## config.mk

```make
export PLATFORM = sky130hd
export DESIGN_NAME = muldiv_unit
export DESIGN_NICKNAME = d
export VERILOG_FILES = /design/src/rtl/muldiv_pkg.sv /design/src/rtl/muldiv_step.sv /design/src/rtl/muldiv_unit.sv
export SDC_FILE = /design/constraint.sdc
export NUM_CORES = 1
export LEC_CHECK = 0
export CORE_ASPECT_RATIO = 1.25
export CORE_MARGIN = 2
export CORE_UTILIZATION = 53
export CTS_CLUSTER_SIZE = 12
export DETAILED_ROUTE_END_ITERATION = 8
export HOLD_SLACK_MARGIN = 0.06
export PLACE_DENSITY_LB_ADDON = 0.08
export SLEW_MARGIN = 5
export SYNTH_ARGS = -nofsm -noshare
export SYNTH_HDL_FRONTEND = slang
export SYNTH_HIERARCHICAL = 1
export SYNTH_SLANG_ARGS = --single-unit
export TNS_END_PERCENT = 1
```

## constraint.sdc

```tcl
create_clock -name clk -period 3.01 [get_ports clk]
set_input_delay 0.301 -clock clk [delete_from_list [all_inputs] [get_ports clk]]
set_output_delay 0.301 -clock clk [all_outputs]
set_load 0.01 [all_outputs]
```

## src/rtl/muldiv_pkg.sv

```systemverilog
// muldiv_pkg: shared op/state encodings and constants for the multiply/divide unit
package muldiv_pkg;
  localparam int MD_WIDTH = 32;
  localparam logic [MD_WIDTH-1:0] DIV0_QUOT = '1;
  typedef enum logic [1:0] {OP_MULT = 2'b00, OP_MULTU = 2'b01, OP_DIV = 2'b10, OP_DIVU = 2'b11} op_e;
  typedef enum logic [2:0] {S_IDLE, S_PREP, S_CALC, S_FIXUP, S_DONE} state_e;
endpackage

```

## src/rtl/muldiv_step.sv

```systemverilog
// muldiv_step: one multiply add-shift or restoring-divide shift-subtract iteration
module muldiv_step
  import muldiv_pkg::*;
#(
  parameter int WIDTH = MD_WIDTH
) (
  input  logic                 is_div,
  input  logic [2*WIDTH-1:0]   acc,
  input  logic [WIDTH-1:0]     opnd,
  output logic [2*WIDTH-1:0]   acc_next
);
  logic [WIDTH:0] sum, rem_sh, diff;
  logic borrow;
  always_comb begin
    sum      = {1'b0, acc[2*WIDTH-1:WIDTH]} + (acc[0] ? {1'b0, opnd} : {(WIDTH+1){1'b0}});
    rem_sh   = acc[2*WIDTH-1:WIDTH-1];
    diff     = rem_sh - {1'b0, opnd};
    borrow   = diff[WIDTH];
    acc_next = !is_div ? {sum, acc[WIDTH-1:1]}
             : borrow  ? {rem_sh[WIDTH-1:0], acc[WIDTH-2:0], 1'b0}
             :           {diff[WIDTH-1:0], acc[WIDTH-2:0], 1'b1};
  end
endmodule

```

## src/rtl/muldiv_unit.sv

```systemverilog
// muldiv_unit: 34-cycle iterative mult/multu/div/divu sequencer driving {hi,lo}
module muldiv_unit
  import muldiv_pkg::*;
#(
  parameter int WIDTH = MD_WIDTH
) (
  input  logic                 clk,
  input  logic                 reset,
  input  logic                 start,
  input  logic [1:0]           op,
  input  logic [WIDTH-1:0]     srca,
  input  logic [WIDTH-1:0]     srcb,
  output logic                 busy,
  output logic                 done,
  output logic [WIDTH-1:0]     hi,
  output logic [WIDTH-1:0]     lo,
  output logic [2*WIDTH-1:0]   result
);
  localparam int CW = $clog2(WIDTH);
  state_e state_q, state_d;
  op_e op_q, op_d;
  logic [WIDTH-1:0] a_q, a_d, b_q, b_d, opnd_q, opnd_d, hi_q, hi_d, lo_q, lo_d;
  logic [2*WIDTH-1:0] acc_q, acc_d, acc_step, prod;
  logic [CW-1:0] cnt_q, cnt_d;
  logic neg_res_q, neg_res_d, neg_rem_q, neg_rem_d;
  logic is_div, is_sgn, last;
  logic [WIDTH-1:0] ma, mb, quot, rem;
  muldiv_step #(.WIDTH(WIDTH)) u_step (
    .is_div  (is_div),
    .acc     (acc_q),
    .opnd    (opnd_q),
    .acc_next(acc_step)
  );
  always_comb begin
    is_div    = op_q inside {OP_DIV, OP_DIVU};
    is_sgn    = op_q inside {OP_MULT, OP_DIV};
    ma        = (is_sgn && a_q[WIDTH-1]) ? -a_q : a_q;
    mb        = (is_sgn && b_q[WIDTH-1]) ? -b_q : b_q;
    quot      = acc_q[WIDTH-1:0];
    rem       = acc_q[2*WIDTH-1:WIDTH];
    prod      = neg_res_q ? -acc_q : acc_q;
    last      = cnt_q == CW'(WIDTH-1);
    state_d   = state_q;
    op_d      = op_q;
    a_d       = a_q;
    b_d       = b_q;
    opnd_d    = opnd_q;
    acc_d     = acc_q;
    cnt_d     = cnt_q;
    neg_res_d = neg_res_q;
    neg_rem_d = neg_rem_q;
    hi_d      = hi_q;
    lo_d      = lo_q;
    case (state_q)
      S_IDLE, S_DONE: begin
        state_d = start ? S_PREP : S_IDLE;
        op_d    = start ? op_e'(op) : op_q;
        a_d     = start ? srca : a_q;
        b_d     = start ? srcb : b_q;
      end
      S_PREP: begin
        acc_d     = {{WIDTH{1'b0}}, is_div ? ma : mb};
        opnd_d    = is_div ? mb : ma;
        neg_res_d = is_sgn && (a_q[WIDTH-1] ^ b_q[WIDTH-1]);
        neg_rem_d = is_sgn && a_q[WIDTH-1];
        cnt_d     = '0;
        state_d   = S_CALC;
      end
      S_CALC: begin
        acc_d   = acc_step;
        cnt_d   = last ? '0 : CW'(cnt_q + 1'b1);
        state_d = last ? S_FIXUP : S_CALC;
      end
      S_FIXUP: begin
        hi_d    = !is_div ? prod[2*WIDTH-1:WIDTH] : (b_q == '0) ? a_q : neg_rem_q ? -rem : rem;
        lo_d    = !is_div ? prod[WIDTH-1:0] : (b_q == '0) ? WIDTH'(DIV0_QUOT) : neg_res_q ? -quot : quot;
        state_d = S_DONE;
      end
      default: state_d = S_IDLE;
    endcase
  end
  always_ff @(posedge clk) begin
    if (reset) begin
      state_q   <= S_IDLE;
      op_q      <= OP_MULT;
      a_q       <= '0;
      b_q       <= '0;
      opnd_q    <= '0;
      acc_q     <= '0;
      cnt_q     <= '0;
      neg_res_q <= 1'b0;
      neg_rem_q <= 1'b0;
      hi_q      <= '0;
      lo_q      <= '0;
    end else begin
      state_q   <= state_d;
      op_q      <= op_d;
      a_q       <= a_d;
      b_q       <= b_d;
      opnd_q    <= opnd_d;
      acc_q     <= acc_d;
      cnt_q     <= cnt_d;
      neg_res_q <= neg_res_d;
      neg_rem_q <= neg_rem_d;
      hi_q      <= hi_d;
      lo_q      <= lo_d;
    end
  end
  assign busy   = state_q inside {S_PREP, S_CALC, S_FIXUP};
  assign done   = state_q == S_DONE;
  assign hi     = hi_q;
  assign lo     = lo_q;
  assign result = {hi_q, lo_q};
endmodule

```

* Yosys cells after proc, flatten, opt, wreduce, memory -nomap -nowiden
Index checks and enable logic that the tools add are counted.
Storage, ports and cells: register bits 236, output and inout port bits 130, logic and storage cells 59
Cells by class: add/subtract/negate cells 8, equal/unequal tests 7, multiplexer cells 20, bitwise gates (word level) 1, reductions and logical operators 12
Operators by type and width (number):
- $mux W32 | 11
- $mux W64 | 3
- $neg A32 Y32 | 4
- $pmux W64 S2 | 1
- $neg A64 Y64 | 1
- $add A32 B33 Y33 | 1
- $sub A33 B32 Y33 | 1
- $logic_not A32 Y1 | 1
- $pmux W3 S4 | 1
- $pmux W5 S2 | 1
- $eq A3 B2 Y1 const B | 2
- $reduce_bool A2 Y1 | 3
- $add A5 B1 Y5 const B | 1
- $eq A5 B5 Y1 const B | 1
- $mux W5 | 1
- $eq A2 B2 Y1 const B | 2
- $eq A3 B1 Y1 const B | 1
- $eq A3 B3 Y1 const B | 1
- $logic_and A1 B1 Y1 | 3
- $logic_not A3 Y1 | 1
- $reduce_bool A3 Y1 | 1
- $logic_not A2 Y1 | 1
- $mux W1 | 2
- $reduce_and A2 Y1 | 1
- other kinds (2) | 2

* Longest topological paths before layout
word-level depth 6, gate-level depth with buffers 16, mapped depth without buffers 14

* By module
Netlist, hierarchy kept.
By module, submodules not included:
- muldiv_unit | instances 1, cells an instance 1692, area an instance 13181.4 µm²
- muldiv_step | instances 1, cells an instance 688, area an instance 4820.9 µm²

* Least setup slack after synthesis
Ideal clock, no wire load.
kind register to register, from register acc_q[0], to register acc_q[63], data arrival time 3.197 ns, path slack -0.314 ns, cell stages (with the launch flop) 16, path buffers 1, clock period less this slack 3.324 ns, path through dfxtp_1 > clkbuf_1 > and2_1 > ha_1 > fa_1 > a211oi_2 > o21a_1 > o21bai_1 > a2111oi_2 > nor3_1 > o41ai_2 > nor2_1 > a2111oi_0 > a21oi_1 > a22oi_1 > nor2_1
Between the ends: longest elaborated chain between the ends 4
RTL lines:
- start, declared | RTL line muldiv_unit.sv:23 | logic [2*WIDTH-1:0] acc_q, acc_d, acc_step, prod;
- start signal, assigned | RTL line muldiv_unit.sv:89 | acc_q <= '0;
- start signal, assigned | RTL line muldiv_unit.sv:101 | acc_q <= acc_d;
- $mux W32 | RTL line muldiv_step.sv:15 | sum = {1'b0, acc[2*WIDTH-1:WIDTH]} + (acc[0] ? {1'b0, opnd} : {(WIDTH+1){1'b0}});
- $add A32 B33 Y33 | RTL line muldiv_step.sv:15
- $mux W64 | RTL line muldiv_step.sv:19 | acc_next = !is_div ? {sum, acc[WIDTH-1:1]}
- named net acc_step[63] | RTL line muldiv_unit.sv:23
- $pmux W64 S2 | RTL line muldiv_unit.sv:54 | case (state_q)
The timed path passes the listed nets, and every way through them passes these cells. A chain may end at the register's enable or synchronous reset.

* Worst setup path after layout
from register opnd_q[0], to register acc_q[42]
Between the ends: longest elaborated chain between the ends 4
RTL lines:
- start, declared | RTL line muldiv_unit.sv:22 | logic [WIDTH-1:0] a_q, a_d, b_q, b_d, opnd_q, opnd_d, hi_q, hi_d, lo_q, lo_d;
- start signal, assigned | RTL line muldiv_unit.sv:100 | opnd_q <= opnd_d;
- $mux W32 / $sub A33 B32 Y33 (equally long branches) | RTL line muldiv_step.sv:15, muldiv_step.sv:17
- $add A32 B33 Y33 / $mux W64 (equally long branches) | RTL line muldiv_step.sv:15, muldiv_step.sv:20
- $mux W64 * | RTL line muldiv_step.sv:19
- named net acc_step[42] | RTL line muldiv_unit.sv:23
- $pmux W64 S2 * | RTL line muldiv_unit.sv:54
The timed path passes the listed nets; every way through them passes the cells marked *.

==> flow_summary.yaml <==
worst_setup_path:
  path_class: "flip-flop to flip-flop"
  reg2reg_slack_ns: -0.24
  cp-end-kind: "flip-flop"
  crit_start: "opnd_q[0]"
  critPathLaunchType: "flip-flop"
  path_max_fanout: 6
  r2r.worst_path.cells: 16
  rr_endpoint: "acc_q[42]"
  arrival_ns: 3.73
  r2r-start: "opnd_q[0]"
  required_ns: 3.50
sta:
  worst_slew_pin_slew_ns: 1.14
  hold_violations: 0
  rsz0062_at_grt: "true"
  layout_min_cycle_time_ns: 3.25
  fin_crit_sh_pct: 108
  maxSlewHeadroom_pct: 24.0
  finClkSkew_ns: 0.0197
  whs_ns: 0.279
  maxSlewViolCount: 0
  max_freq_mhz: 308
  setup_viol: 34
  fin_ws_ns: -0.236
cells_and_area:
  fill_cells: 2893
  drive_gt1_share_pct: 17.9
  layout.cells.non_filler: 3115
  antenna_cells: 0
  nNetsFinal: 2816
  area_delta_synth_final_pct: 27.1
  fin_area_um2: 22900
  final_util_pct: 68.3
route:
  ant_nets: 0
  avgRoutedWirePerCell_um: 21.2
  drt_first_pass_iters: 7
  viasPerCell: 6.19
  wl_um: 66000
  drtIter0Drc: 2131
  vias: 19300
  remaining_drc_errors: 0
clock_tree:
  cts.clk_slew.worst_paths_ns: 0.07
  cts_inserted_buffers: 26
  cts_max_level: 1
  cts_sinks: 236
  clockBufferDepth: 3
  cts_root_buffer: "clkbuf_16"
  tritoncts: "done"
  cts_hold_buffers: 0
  clk_latency_ns: 0.57
global_routing:
  grt-ovfl-total: 0
  grt_pass1_wl_um: 102000
  use_met2_pct: 61.2
  grt_pass1_vias: 18400
  antenna_found_initial: 1
  met1_usage_pct: 46.5
  grt_busiest_layer: "met2"
  grt_usage_pct: 36.4
  grt_max_degree: 84
  grt_use_met3_pct: 3.45
yosys:
  synth_common_cells: "nand2_1 (294), a21oi_1 (258), dfxtp_1 (236)"
  synth_most_common_cell: "nand2_1"
  ys_seq_elements: 236
  ys_types: 97
  synthesis.area_um2: 18000
  yosysTopAreaCell: "dfxtp_1"
  syn_avg_cell_area_um2: 7.56
  synth-edff-count: 0
  ys.flop_type: "dfxtp_1"
  syn_nets: 2521
  yosysTopAreaCellShare_pct: 26.2
  netlist_instances: 2380
  yosys_warnings: 6
  synth-seq-area-share_pct: 26.2
  synth_top_cells_by_area: "dfxtp_1 (26%), a21oi_1 (7.2%), nand2_1 (6.1%)"
  async_reset_ff_share_pct: 0
run:
  drv_cap: 0
hold_path:
  hold_path.class: "input port to flip-flop"
  min-delay-start: "srcb[19]"
  min_path_cells: 3
  hold_end: "b_q[19]"
power:
  leakage_nw: 9.51
  clkPwrFrac_pct: 31.6
  power.density_nw_per_um2: 471
  seq_power_share_pct: 32.0
  sw_frac_of_total_pct: 35.1
  power_switching_mw: 3.78
  pwr-share-comb_pct: 36.3
  ir_drop_uv: 462
  internal_power_mw: 6.99
  total_power_mw: 10.8
floorplan:
  num_io_pins: 199
  die_width_um: 169
  core_area_um2: 33500
  die_y_um: 210
  design.die.area_um2: 35500
  rows: 75
  initial_core_util_pct: 53.7
placed_design:
  finalWeightedCongestion: 0.991
  dpl-instance-area_um2: 21600
  port_buffers: 198
  dp_hpwl_um: 50100
  dp_cells: 3052
run_status:
  status: "finished with violations"
  violations: "setup timing"
-- logic make-up (layout without fill, tap and decap cells) --
group           after synthesis  after routing  share of synthesized area [%]
flops                       236            236                           26.2
buf+inv                     297            609                           8.05
simple gates                750            750                           19.8
mux                          53             53                           3.18
fa+ha+maj                    72             72                           5.09
xor+xnor                    200            200                           9.73
compound gates              772            772                           27.9
-- per-stage QoR --
stage	setup TNS [ns]	setup slack [ns]
finish	-4.72	-0.236
global route	-9.56	-0.476
detailed placement	-11.28	-0.485
floorplan	-0.288	-0.238
global placement	-9.38	-0.445
CTS	-5.70	-0.224
-- state kept, by name (all words and copies together) (netlist names) --
register and cells:
op_q 2, neg_rem_q 1, a_q 32, hi 32
lo 32, state_q 3, neg_res_q 1, acc_q 64
opnd_q 32, b_q 32, cnt_q 5
-- power groups by stage --
| stage | sequential (mW) | clock, mW | combinational, mW |
|---|---|---|---|
| after floorplan | 3.45 | 0 | 2.23 |
| after global placement | 3.50 | 0 | 3.39 |
| after detailed placement | 3.51 | 0 | 3.44 |
| after CTS | 3.44 | 3.43 | 3.78 |
| after global routing | 3.46 | 3.56 | 4.15 |
| final | 3.45 | 3.41 | 3.91 |
-- layer usage --
metal | up-vias | wire, um
li1 | 9089 | -
met1 | 9199 | 26300
met2 | 834 | 31100
met3 | 162 | 4810
met4 | 0 | 3750
met5 | - | 0
-- timing repair --
action | CTS | global route
pin swaps | 22 | 13
gates resized for setup | 36 | 25
setup endpoints to repair | 37 | 49
setup buffers | 17 | 0
cloned | 1 | 0
-- critical path, stage by stage (launching register included) --
cell	delay, ns
dfxtp_2	0.32
buf_6	0.11
ha_4	0.15
fa_2	0.38
nor2b_4	0.16
o31ai_4	0.07
a21o_1	0.25
o211ai_4	0.26
a311o_1	0.26
o211ai_4	0.14
buf_12	0.17
buf_16	0.13
buf_8	0.12
o31a_1	0.27
a21oi_1	0.12
a22oi_1	0.10
nor2_1	0.12
-- cells in the final DEF (no fill, tap or decap), types with 50 or more instances in the layout --
cell and instances:
nand2_1 292, buf_4 286, a21oi_1 256, dfxtp_1 228, clkdlybuf4s50_1 197, nor2_1 189, o21ai_0 139, xor2_1 102
xnor2_1 98, ha_1 66, inv_1 63, a22oi_1 50
-- how the worst max path moves through the flow --
stage          slack [ns]        end  depth (start not counted)
4_1_cts             -0.22  acc_q[42]                         16
6_report            -0.24  acc_q[42]                         16
5_1_grt             -0.48  acc_q[63]                         14
3_3_place_gp        -0.45  acc_q[63]                         14
3_5_place_dp        -0.48  acc_q[63]                         14
2_1_floorplan       -0.24  acc_q[63]                         15
-- layout make-up --
cell class              count  area (um^2)  share of cell area, %
multi-input cells        1847        12100                   52.9
flip-flops and latches    236         4740                   20.7
repair buffers            498         4370                   19.1
clock buffers              38          776                   3.39
well taps                 423          529                   2.31
inverters                  66          248                   1.08
clock inverters             7          121                  0.531
(Power assumes the default switching activity.)
